$ cat config.mk
export PLATFORM = sky130hd
export DESIGN_NAME = spi_master
export DESIGN_NICKNAME = d
export VERILOG_FILES = /design/src/rtl/spi_master.sv
export SDC_FILE = /design/constraint.sdc
export NUM_CORES = 1
export LEC_CHECK = 0
export BUFFER_PORTS_ARGS = -buffer_cell sky130_fd_sc_hd__buf_2
export CORE_MARGIN = 4
export CORE_UTILIZATION = 35
export DETAILED_ROUTE_END_ITERATION = 10
export PLACE_DENSITY = 0.62
export REMOVE_ABC_BUFFERS = 1
export SLEW_MARGIN = 20
export SYNTH_ARGS = -nofsm -noshare
export SYNTH_HDL_FRONTEND = slang
export SYNTH_SLANG_ARGS = --single-unit
$ cat constraint.sdc
create_clock -name sys_clk -period 2.9 [get_ports sys_clk]
set_input_delay 0.145 -clock sys_clk [delete_from_list [all_inputs] [get_ports sys_clk]]
set_output_delay 0.145 -clock sys_clk [all_outputs]
set_load 0.01 [all_outputs]
$ cat src/rtl/spi_master.sv
// SPI mode-0 master: one byte per transfer, MSB first, with optional ss hold for bursts.
// sclk half-period is DIV sys_clk cycles; miso is sampled on the sys_clk edge that ends each HIGH phase.
module spi_master #(
    parameter int DIV = 2
) (
    input  logic       sys_clk,
    input  logic       rst,
    input  logic       start,
    input  logic [7:0] spi_data_in,
    input  logic       hold_ss,
    output logic [7:0] spi_data_out,
    output logic       data_rdy,
    output logic       busy,
    output logic       ss,
    output logic       sclk,
    output logic       mosi,
    input  logic       miso,
    output logic [2:0] state_o
);

    localparam logic [2:0] S_IDLE     = 3'd0;
    localparam logic [2:0] S_SETUP    = 3'd1;
    localparam logic [2:0] S_HIGH     = 3'd2;
    localparam logic [2:0] S_LOW      = 3'd3;
    localparam logic [2:0] S_GAP      = 3'd4;
    localparam logic [2:0] S_DESELECT = 3'd5;

    localparam logic [7:0] DIV_M1 = 8'(DIV - 1);

    logic [2:0] state_q, state_d;
    logic [7:0] cnt_q, cnt_d;
    logic [2:0] bit_q, bit_d;
    logic [7:0] tx_q, tx_d;
    logic [7:0] rx_q, rx_d;
    logic [7:0] dout_q, dout_d;
    logic       rdy_q, rdy_d;
    logic       accept;

    // Handshake: start is taken on any edge where busy=0 (IDLE or GAP); spi_data_in is
    // captured on that same edge. While busy=1 start is dropped, never queued.
    assign accept = start && ((state_q == S_IDLE) || (state_q == S_GAP));

    always_comb begin
        state_d = state_q;
        cnt_d   = cnt_q;
        bit_d   = bit_q;
        tx_d    = tx_q;
        rx_d    = rx_q;
        dout_d  = dout_q;
        rdy_d   = 1'b0;
        case (state_q)
            S_IDLE: ;
            S_SETUP, S_LOW: begin
                if (cnt_q == 8'd0) begin
                    state_d = S_HIGH;
                    cnt_d   = DIV_M1;
                end else begin
                    cnt_d = cnt_q - 8'd1;
                end
            end
            S_HIGH: begin
                if (cnt_q != 8'd0) begin
                    cnt_d = cnt_q - 8'd1;
                end else begin
                    rx_d  = {rx_q[6:0], miso};
                    cnt_d = DIV_M1;
                    if (bit_q == 3'd7) begin
                        // tx_q is left unshifted so mosi keeps the last bit through GAP
                        dout_d  = {rx_q[6:0], miso};
                        rdy_d   = 1'b1;
                        state_d = hold_ss ? S_GAP : S_DESELECT;
                    end else begin
                        bit_d   = bit_q + 3'd1;
                        tx_d    = {tx_q[6:0], 1'b0};
                        state_d = S_LOW;
                    end
                end
            end
            S_GAP: begin
                if (!hold_ss) begin
                    state_d = S_DESELECT;
                    cnt_d   = DIV_M1;
                end
            end
            S_DESELECT: begin
                if (cnt_q == 8'd0) begin
                    state_d = S_IDLE;
                end else begin
                    cnt_d = cnt_q - 8'd1;
                end
            end
            default: state_d = S_IDLE;
        endcase
        // A start in GAP overrides a simultaneous hold_ss drop
        if (accept) begin
            state_d = S_SETUP;
            cnt_d   = DIV_M1;
            bit_d   = 3'd0;
            tx_d    = spi_data_in;
        end
    end

    always_ff @(posedge sys_clk or negedge rst) begin
        if (!rst) begin
            state_q <= S_IDLE;
            cnt_q   <= 8'd0;
            bit_q   <= 3'd0;
            tx_q    <= 8'd0;
            rx_q    <= 8'd0;
            dout_q  <= 8'd0;
            rdy_q   <= 1'b0;
        end else begin
            state_q <= state_d;
            cnt_q   <= cnt_d;
            bit_q   <= bit_d;
            tx_q    <= tx_d;
            rx_q    <= rx_d;
            dout_q  <= dout_d;
            rdy_q   <= rdy_d;
        end
    end

    assign ss           = (state_q == S_IDLE) || (state_q == S_DESELECT);
    assign sclk         = (state_q == S_HIGH);
    assign busy         = !((state_q == S_IDLE) || (state_q == S_GAP));
    assign mosi         = ss ? 1'b0 : tx_q[7];
    assign spi_data_out = dout_q;
    assign data_rdy     = rdy_q;
    assign state_o      = state_q;

endmodule

# == Yosys cells after proc, flatten, opt, wreduce, memory -nomap -nowiden ==
# Index checks and enable logic that the tools add are counted.
# word_totals
register_bits,38
input_bits,13
output_inout_bits,16
wordCells,65
# classes
add_sub_neg,2
eq_ne,14
n_mux,26
bitwise_logic,1
n_reduce_logical,15
# ops
operator,count
$mux W8,9
$pmux W8 S4,1
$mux W3,10
$ne A3 B3 Y1 const B,5
$pmux W3 S5,1
$eq A3 B3 Y1 const B,3
$reduce_and A3 Y1,3
$logic_not A8 Y1,1
$reduce_bool A8 Y1,1
$sub A8 B1 Y8 const B,1
$eq A3 B2 Y1 const B,2
$ne A2 B2 Y1 const B,3
$mux W1,5
$reduce_and A5 Y1,1
$reduce_bool A5 Y1,1
$add A3 B1 Y3 const B,1
$eq A3 B1 Y1 const B,1
$logic_not A3 Y1,1
$logic_or A1 B1 Y1,2
$reduce_and A2 Y1,1
$reduce_bool A2 Y1,1
$reduce_or A2 Y1,1
$logic_and A1 B1 Y1,1
$logic_not A1 Y1,1
$not A1 Y1,1

# == Depth between registers and ports, before layout ==
# Gate-level depths: netlist of the first run.
# logic_depth
word_depth,5
mapped_depth,7
mapped_depth_nobuf,6

# == Worst setup path before layout of the first run ==
# Ideal clock, no wire load.
# synth_path
path_type,reg2reg
from,register cnt_q[0]
to,register dout_q[0] (netlist: spi_data_out[0])
setup_time_ps,125
arrival_time_ps,2002
required_time_ps,2775
slack_ps,773
stages_incl_launch_ff,8
path_buffers,1
synth_period_minus_slack_ps,2127
path_cell_list,dfrtp_1 > inv_1 > ha_1 > or3b_1 > buf_2 > nor4_4 > nand2_4 > mux2_2
# synth_between
elab_chain_cells,3
# synth_rtl
element,line_no,source
start: declaration,31,"logic [7:0] cnt_q, cnt_d;"
start signal: assignment,114,cnt_q <= cnt_d;
$reduce_bool A8 Y1,62,if (cnt_q != 8'd0) begin
$not A1 Y1 (no line),n/a,
$reduce_and A3 Y1 (no line),n/a,
end signal: assignment,118,dout_q <= dout_d;
end: declaration,35,"logic [7:0] dout_q, dout_d;"
# Every way passes these cells.
# A chain may end at the register's enable or synchronous reset.

# == Worst setup path after layout of the first run ==
# layout_path
from,register state_q[1] (netlist: state_o[1])
to,register dout_q[7] (netlist: spi_data_out[7])
# layout_between
elab_chain_cells,2
# layout_rtl
element,line_no,source
start: declaration,30,"logic [2:0] state_q, state_d;"
start signal: assignment,113,state_q <= state_d;
$eq A3 B2 Y1,51,case (state_q)
$reduce_and A3 Y1 (no line),n/a,
# Every way passes these cells.

==> results of run 1 <==
## logic make-up (layout without fill, tap and decap cells)
logic type | after synthesis | in the layout | share of synthesized area (%)
AO/OA/AOI/OAI | 36 | 36 | 12.7
XOR/XNOR | 1 | 1 | 0.472
adder cells (fa/ha/maj) | 3 | 3 | 2.02
buffers and inverters | 17 | 51 | 3.51
flip-flops | 38 | 38 | 51.3
multiplexers | 25 | 25 | 14.5
AND/OR/NAND/NOR | 49 | 49 | 15.5
## metrics by stage
step           hold WS [ns]  instances
3_3_place_gp          0.313        264
4_1_cts              0.0729        273
5_1_grt              0.0780        273
2_1_floorplan        -0.151        163
3_5_place_dp          0.310        264
6_report             0.0787        273
## repair_timing
action                                  in CTS  in global routing
hold endpoints to repair                     1                  0
setup buffers                                0                  0
hold buffers                                 1                  0
endpoints found under the setup margin       0                  0
## flip-flops by register name (all words and copies together) (netlist names)
register,cells
data_rdy,1
tx_q,8
bit_q,3
cnt_q,8
spi_data_out,8
rx_q,7
state_o,3
## routing by layer
layer  part of all wire (%)  global-route usage, %  vias to the layer above  wire, um
li1                       -                      -                      690         -
met1                     47                   18.9                      688      1820
met5                      0                      0                        -         0
met3                    3.4                   3.66                        4       133
met4                    1.5                   5.41                        0        59
met2                     48                   20.9                       27      1880
## worst max-delay path by stage
| stage | slack, ns | end |
|---|---|---|
| after floorplan | 0.80 | spi_data_out[0] |
| after global placement | 0.61 | spi_data_out[7] |
| after detailed placement | 0.56 | spi_data_out[0] |
| after CTS | 0.56 | spi_data_out[7] |
| after global routing | 0.41 | spi_data_out[0] |
| final | 0.56 | spi_data_out[7] |
## cell usage in the layout, fill, tap and decap left out, types with 4 or more instances in the layout
master / n
clkbuf_8: 6
o21ai_0: 12
a21oi_1: 5
mux2_2: 15
nor2_1: 5
nor4_1: 4
nand2_1: 6
mux2i_1: 10
dfrtp_1: 38
buf_2: 28
o211ai_1: 4
nand3_1: 12
inv_1: 11
## power by group through the flow
stage	Combinational, mW	Sequential, mW	Clock (mW)
6_report	0.601	0.780	0.379
3_5_place_dp	0.603	0.787	0
5_1_grt	0.688	0.806	0.413
2_1_floorplan	0.424	0.771	0
4_1_cts	0.607	0.778	0.387
3_3_place_gp	0.601	0.785	0
## cell type report
cell class / instances / area share [%]
clock buffers: 7 / 3.95
clock inverters: 1 / 0.229
inverters: 11 / 1.89
multi-input cells: 114 / 38.6
flip-flops and latches: 38 / 43.5
well taps: 70 / 4.00
repair buffers: 32 / 7.89
## critical path, stage by stage (launching register included)
cell and delay, ns:
dfrtp_1 0.59, or3b_1 0.48, nor4_4 0.65, nand2_4 0.18
mux2_2 0.31
==> metrics.txt, run 1 <==
status=finished clean; max-slew violation total from the final report=0; power per standard cell area=805 nW/um2; Worst Reg-to-Reg Cells=4; fraction of layout instances using a drive strength above 1=28.6%; DP Area=2090 um2; post-route cell area=2190 um2; Layout Utilization=42.8%; gr usage total=13.8%; Fin Setup TNS=0 ns; Sequential Area=951 um2; final critical-path required period=2.34 ns; synth cell count leaders=38 x dfrtp_1, 15 x mux2_2, 12 x nand3_1, 12 x o21ai_0, 11 x inv_1; synthesis warning total=0; ys async rst share=100%; CP max FO=14; kind of end point of the critical path=flip-flop; WP data required=3.07 ns; register bit total from synthesis=38; total power=1.76 mW; Logic pwr share=34.2%; static leakage=1.08 nW; vias in the first global route=1392; chip height=80.8 um; WP data arrival=2.51 ns; setup skew after layout=0.00572 ns; # resized after CTS=0; DR pass1 iterations=4; Die Wd=80.8 um; Finish-stage setup viols=0; Critical Path Source Type=flip-flop; worst vdd ir=298 uV; CTS Root Cell=clkbuf_8; dominant cells by area after synthesis=dfrtp_1 51%, mux2_2 9.1%, mux2i_1 5.4%; Placeable Area=5110 um2; Net Sw Power=0.650 mW; Seq/Total Area, Yosys=51.3%; worst-skew pair later-pin latency=0.29 ns; top_reg_cell synth=dfrtp_1; Unique masters post-synth=38; max_cap viols=0; Std-Cell Rows=26; register-to-register setup slack=0.56 ns; RR Endpoint=spi_data_out[7]; R2R Path Start=state_o[1]; Worst Max-Slew Pin Slew=0.834 ns; fillers=491; Reg power frac=44.3%; Initial Utilization=36.3%; Hold Path End=tx_q[0]; H-tree Lvls=2; Post-synth EDFFs=0; Avg WL per Cell=14.3 um; CTS Buffer Depth=2; Mean Syn Cell Area=11.0 um2; Port Buffers=28; Final Worst Setup Slack=0.565 ns; Worst Hold Depth=2; gr ovfl total=0; Crit Path Class=reg2reg; Setup crit start=state_o[1]; HP Start=spi_data_in[0]; Cells after Synth=169; DRC viols=0; synthesized cell area=1850 um2; Synth area leader=dfrtp_1; fmax=428 MHz; Routed Antenna Nets=0; final period utilization=80.5%; dpl hpwl=2.75 mm; first-pass GRT wire length=6.85 mm; Slew HR=44.4%; gpl congestion=0.828; clock buffer count from CTS=5; IO Count=29; Die ar.=6530 um2; clock slew at reported path FFs=0.08 ns; Area Overhead vs Synth=17.9%; CTS tree=done; vias per cell=5.16; RSZ-0062 raised after global routing=no; vias post-DR=1409; final net count=218; Internal Power=1.11 mW; final hold vios=0; area occupied by multi-input gates=843 um2; antenna cell count=0; initial antenna violation count=0; Switching Share=36.9%; most common cell in the netlist=dfrtp_1; Hold Crit Class=in2reg; WL final=3.89 mm; Place WS=0.562 ns; detailed router's first-iteration violation count=120; Clk network pwr share=21.5%; post-synth top area share=51.3%; # clock sinks=38; pin count of the biggest net entering global routing=39
(Power assumes the default switching activity.)
==> run 2, diff against run 1 <==
--- a/config.mk
+++ b/config.mk
@@ -5,11 +5,12 @@
 export SDC_FILE = /design/constraint.sdc
 export NUM_CORES = 1
 export LEC_CHECK = 0
+export ABC_AREA = 1
 export BUFFER_PORTS_ARGS = -buffer_cell sky130_fd_sc_hd__buf_2
 export CORE_MARGIN = 4
 export CORE_UTILIZATION = 35
 export DETAILED_ROUTE_END_ITERATION = 10
-export PLACE_DENSITY = 0.62
+export PLACE_DENSITY = 0.61
 export REMOVE_ABC_BUFFERS = 1
 export SLEW_MARGIN = 20
 export SYNTH_ARGS = -nofsm -noshare
==> constraint.sdc (replaced) <==
create_clock -name sys_clk -period 2.4 [get_ports sys_clk]
set_input_delay 0.12 -clock sys_clk [delete_from_list [all_inputs] [get_ports sys_clk]]
set_output_delay 0.12 -clock sys_clk [all_outputs]
set_load 0.01 [all_outputs]
==> run 2 against run 1 <==
  * Area after synthesis is 8.0% higher
  * Register-to-register slack better by 0.02 ns
  * Hold slack worse by 0.042 ns
  * Sequential power is 21% higher
  * Synthesized cell count is 47% higher
==> metrics.txt, run 2 <==
status=finished clean; synth cell count leaders=62 x nand2_1, 38 x dfrtp_1, 37 x inv_1, 36 x o21ai_0, 18 x nor2_1; worst vdd ir=397 uV; vias post-DR=1618; max_cap viols=0; top_reg_cell synth=dfrtp_1; pin count of the biggest net entering global routing=39; final net count=295; Area Overhead vs Synth=17.1%; Synth Area in Simple Gates=27.2%; H-tree Lvls=2; Post-synth EDFFs=0; first-pass GRT wire length=7.11 mm; Mean Syn Cell Area=8.04 um2; Critical Path Source Type=flip-flop; CTS tree=done; final period utilization=75.5%; Initial Utilization=36.1%; final hold slack=0.0368 ns; RSZ-0062 raised after global routing=no; Seq/Total Area, Yosys=47.5%; fmax=552 MHz; dominant cells by area after synthesis=dfrtp_1 48%, nand2_1 12%, o21ai_0 9.0%; Fin Setup TNS=0 ns; CP max FO=21; most common cell in the netlist=nand2_1; vias per cell=4.60; WP data required=2.61 ns; Worst Hold Depth=3; mux contribution to synthesized area=0%; Slew HR=44.0%; Placeable Area=5540 um2; most frequent cells in the layout=62 x nand2_1, 38 x dfrtp_1, 37 x inv_1, 36 x o21ai_0, 28 x buf_2; synthesis warning total=0; kind of end point of the critical path=flip-flop; Avg WL per Cell=11.3 um; fraction of layout instances using a drive strength above 1=20.4%; chip height=83.6 um; static leakage=1.19 nW; WL final=3.96 mm; post-synth top area share=47.5%; Layout Utilization=42.3%; initial antenna violation count=0; Finish-stage setup viols=0; placed cell count=343; antenna cell count=0; # clock sinks=38; Std-Cell Rows=27; Worst Max-Slew Pin Slew=0.841 ns; Port Buffers=28; post-route insts no fill=352; Unique masters post-synth=28; Compound-Gate Fraction of Synth Area=13.6%; dpl hpwl=2.82 mm; Die ar.=6990 um2; register bit total from synthesis=38; Cells after Synth=249; Post-Synth XOR/XNOR Area=0%; worst-skew pair later-pin latency=0.29 ns; gr usage total=12.3%; ys async rst share=100%; IO Count=29; Final Worst Setup Slack=0.588 ns; gr ovfl total=0; clock buffer count from CTS=5; CTS Buffer Depth=2; power per standard cell area=996 nW/um2; Synth area leader=dfrtp_1; setup skew after layout=0.00875 ns; Die Wd=83.6 um; final hold vios=0; final critical-path required period=1.81 ns; Worst Reg-to-Reg Cells=8; adder-cell share of the synthesized area=1.88%; clock slew at reported path FFs=0.08 ns; DR pass1 iterations=5; max-slew violation total from the final report=0; Place WS=0.586 ns; DRC viols=0; leading cell type in the layout, fill and taps excluded=nand2_1; WP data arrival=2.02 ns; detailed router's first-iteration violation count=75; gpl congestion=0.762; Routed Antenna Nets=0; vias in the first global route=1608; Crit Path Class=reg2reg; CTS Root Cell=clkbuf_8; main combinational cell family by area after synthesis=simple AND/OR/NAND/NOR gates; Hold Crit Class=in2reg; synthesized cell area=2000 um2
[run 2: through the flow]
step / cell area [um2] / power, mW
after global routing: 2340 / 2.54
after global placement: 2190 / 1.66
after detailed placement: 2190 / 1.67
final: 2340 / 2.33
after CTS: 2340 / 2.36
after floorplan: 1960 / 1.49
[run 2: worst paths after layout]
| path | from | endpoint | slack, ns |
|---|---|---|---|
| worst max-delay path | cnt_q[0] | bit_q[2] | 0.59 |
| worst min-delay path | spi_data_in[0] | tx_q[0] | 0.04 |
| worst min register to register | spi_data_out[7] | spi_data_out[7] | 0.48 |
| worst max register to register | cnt_q[0] | bit_q[2] | 0.59 |
| max in group asynchronous | rst | rx_q[5] | 1.41 |
| min in group asynchronous | rst | cnt_q[4] | 0.47 |
[run 2: power breakdown]
group	switching [mW]	total (mW)	internal, mW	leakage, nW
clock network	0.231	0.675	0.443	0.0714
registers	0.122	0.944	0.821	0.481
logic	0.445	0.716	0.271	0.637
[run 2: layout make-up]
| class | instances | area, um2 |
|---|---|---|
| fill | 580 | 3200 |
| sequential | 38 | 951 |
| multi-input combinational | 164 | 855 |
| inverter | 41 | 156 |
| timing repair buffer | 29 | 150 |
| tap | 72 | 90.1 |
| clock buffer | 6 | 82.6 |
| clock inverter | 2 | 60.1 |
[run 2: what timing repair did]
item                                    CTS  global route
gates resized for setup                   0             0
hold buffers                              1             0
endpoints found under the setup margin    0             0
setup buffers                             0             0
endpoints found under the hold margin    38             0
[run 2: cells by family (layout without fill, tap and decap cells)]
family,count (synthesis),count (layout)
simple gates,113,113
flops,38,38
compound gates,48,48
buf+inv,47,78
fa+ha+maj,3,3
[run 2: layer usage]
layer / routed length, um / vias to the layer above / share of wire [%] / global-route usage, %
met1: 1920 / 739 / 48 / 15.7
met4: 25 / 0 / 0.63 / 3.51
met5: 0 / - / 0 / 0
li1: - / 849 / - / -
met3: 144 / 2 / 3.6 / 3.46
met2: 1870 / 28 / 47 / 20.4
[run 2: worst max-delay path: stages, from the launching register on]
cell,delay [ns]
dfrtp_1,0.36
inv_1,0.10
ha_1,0.23
nand2_1,0.14
nor2_4,0.18
nand2_4,0.12
o21ai_4,0.39
nand3_1,0.11
o21ai_0,0.09
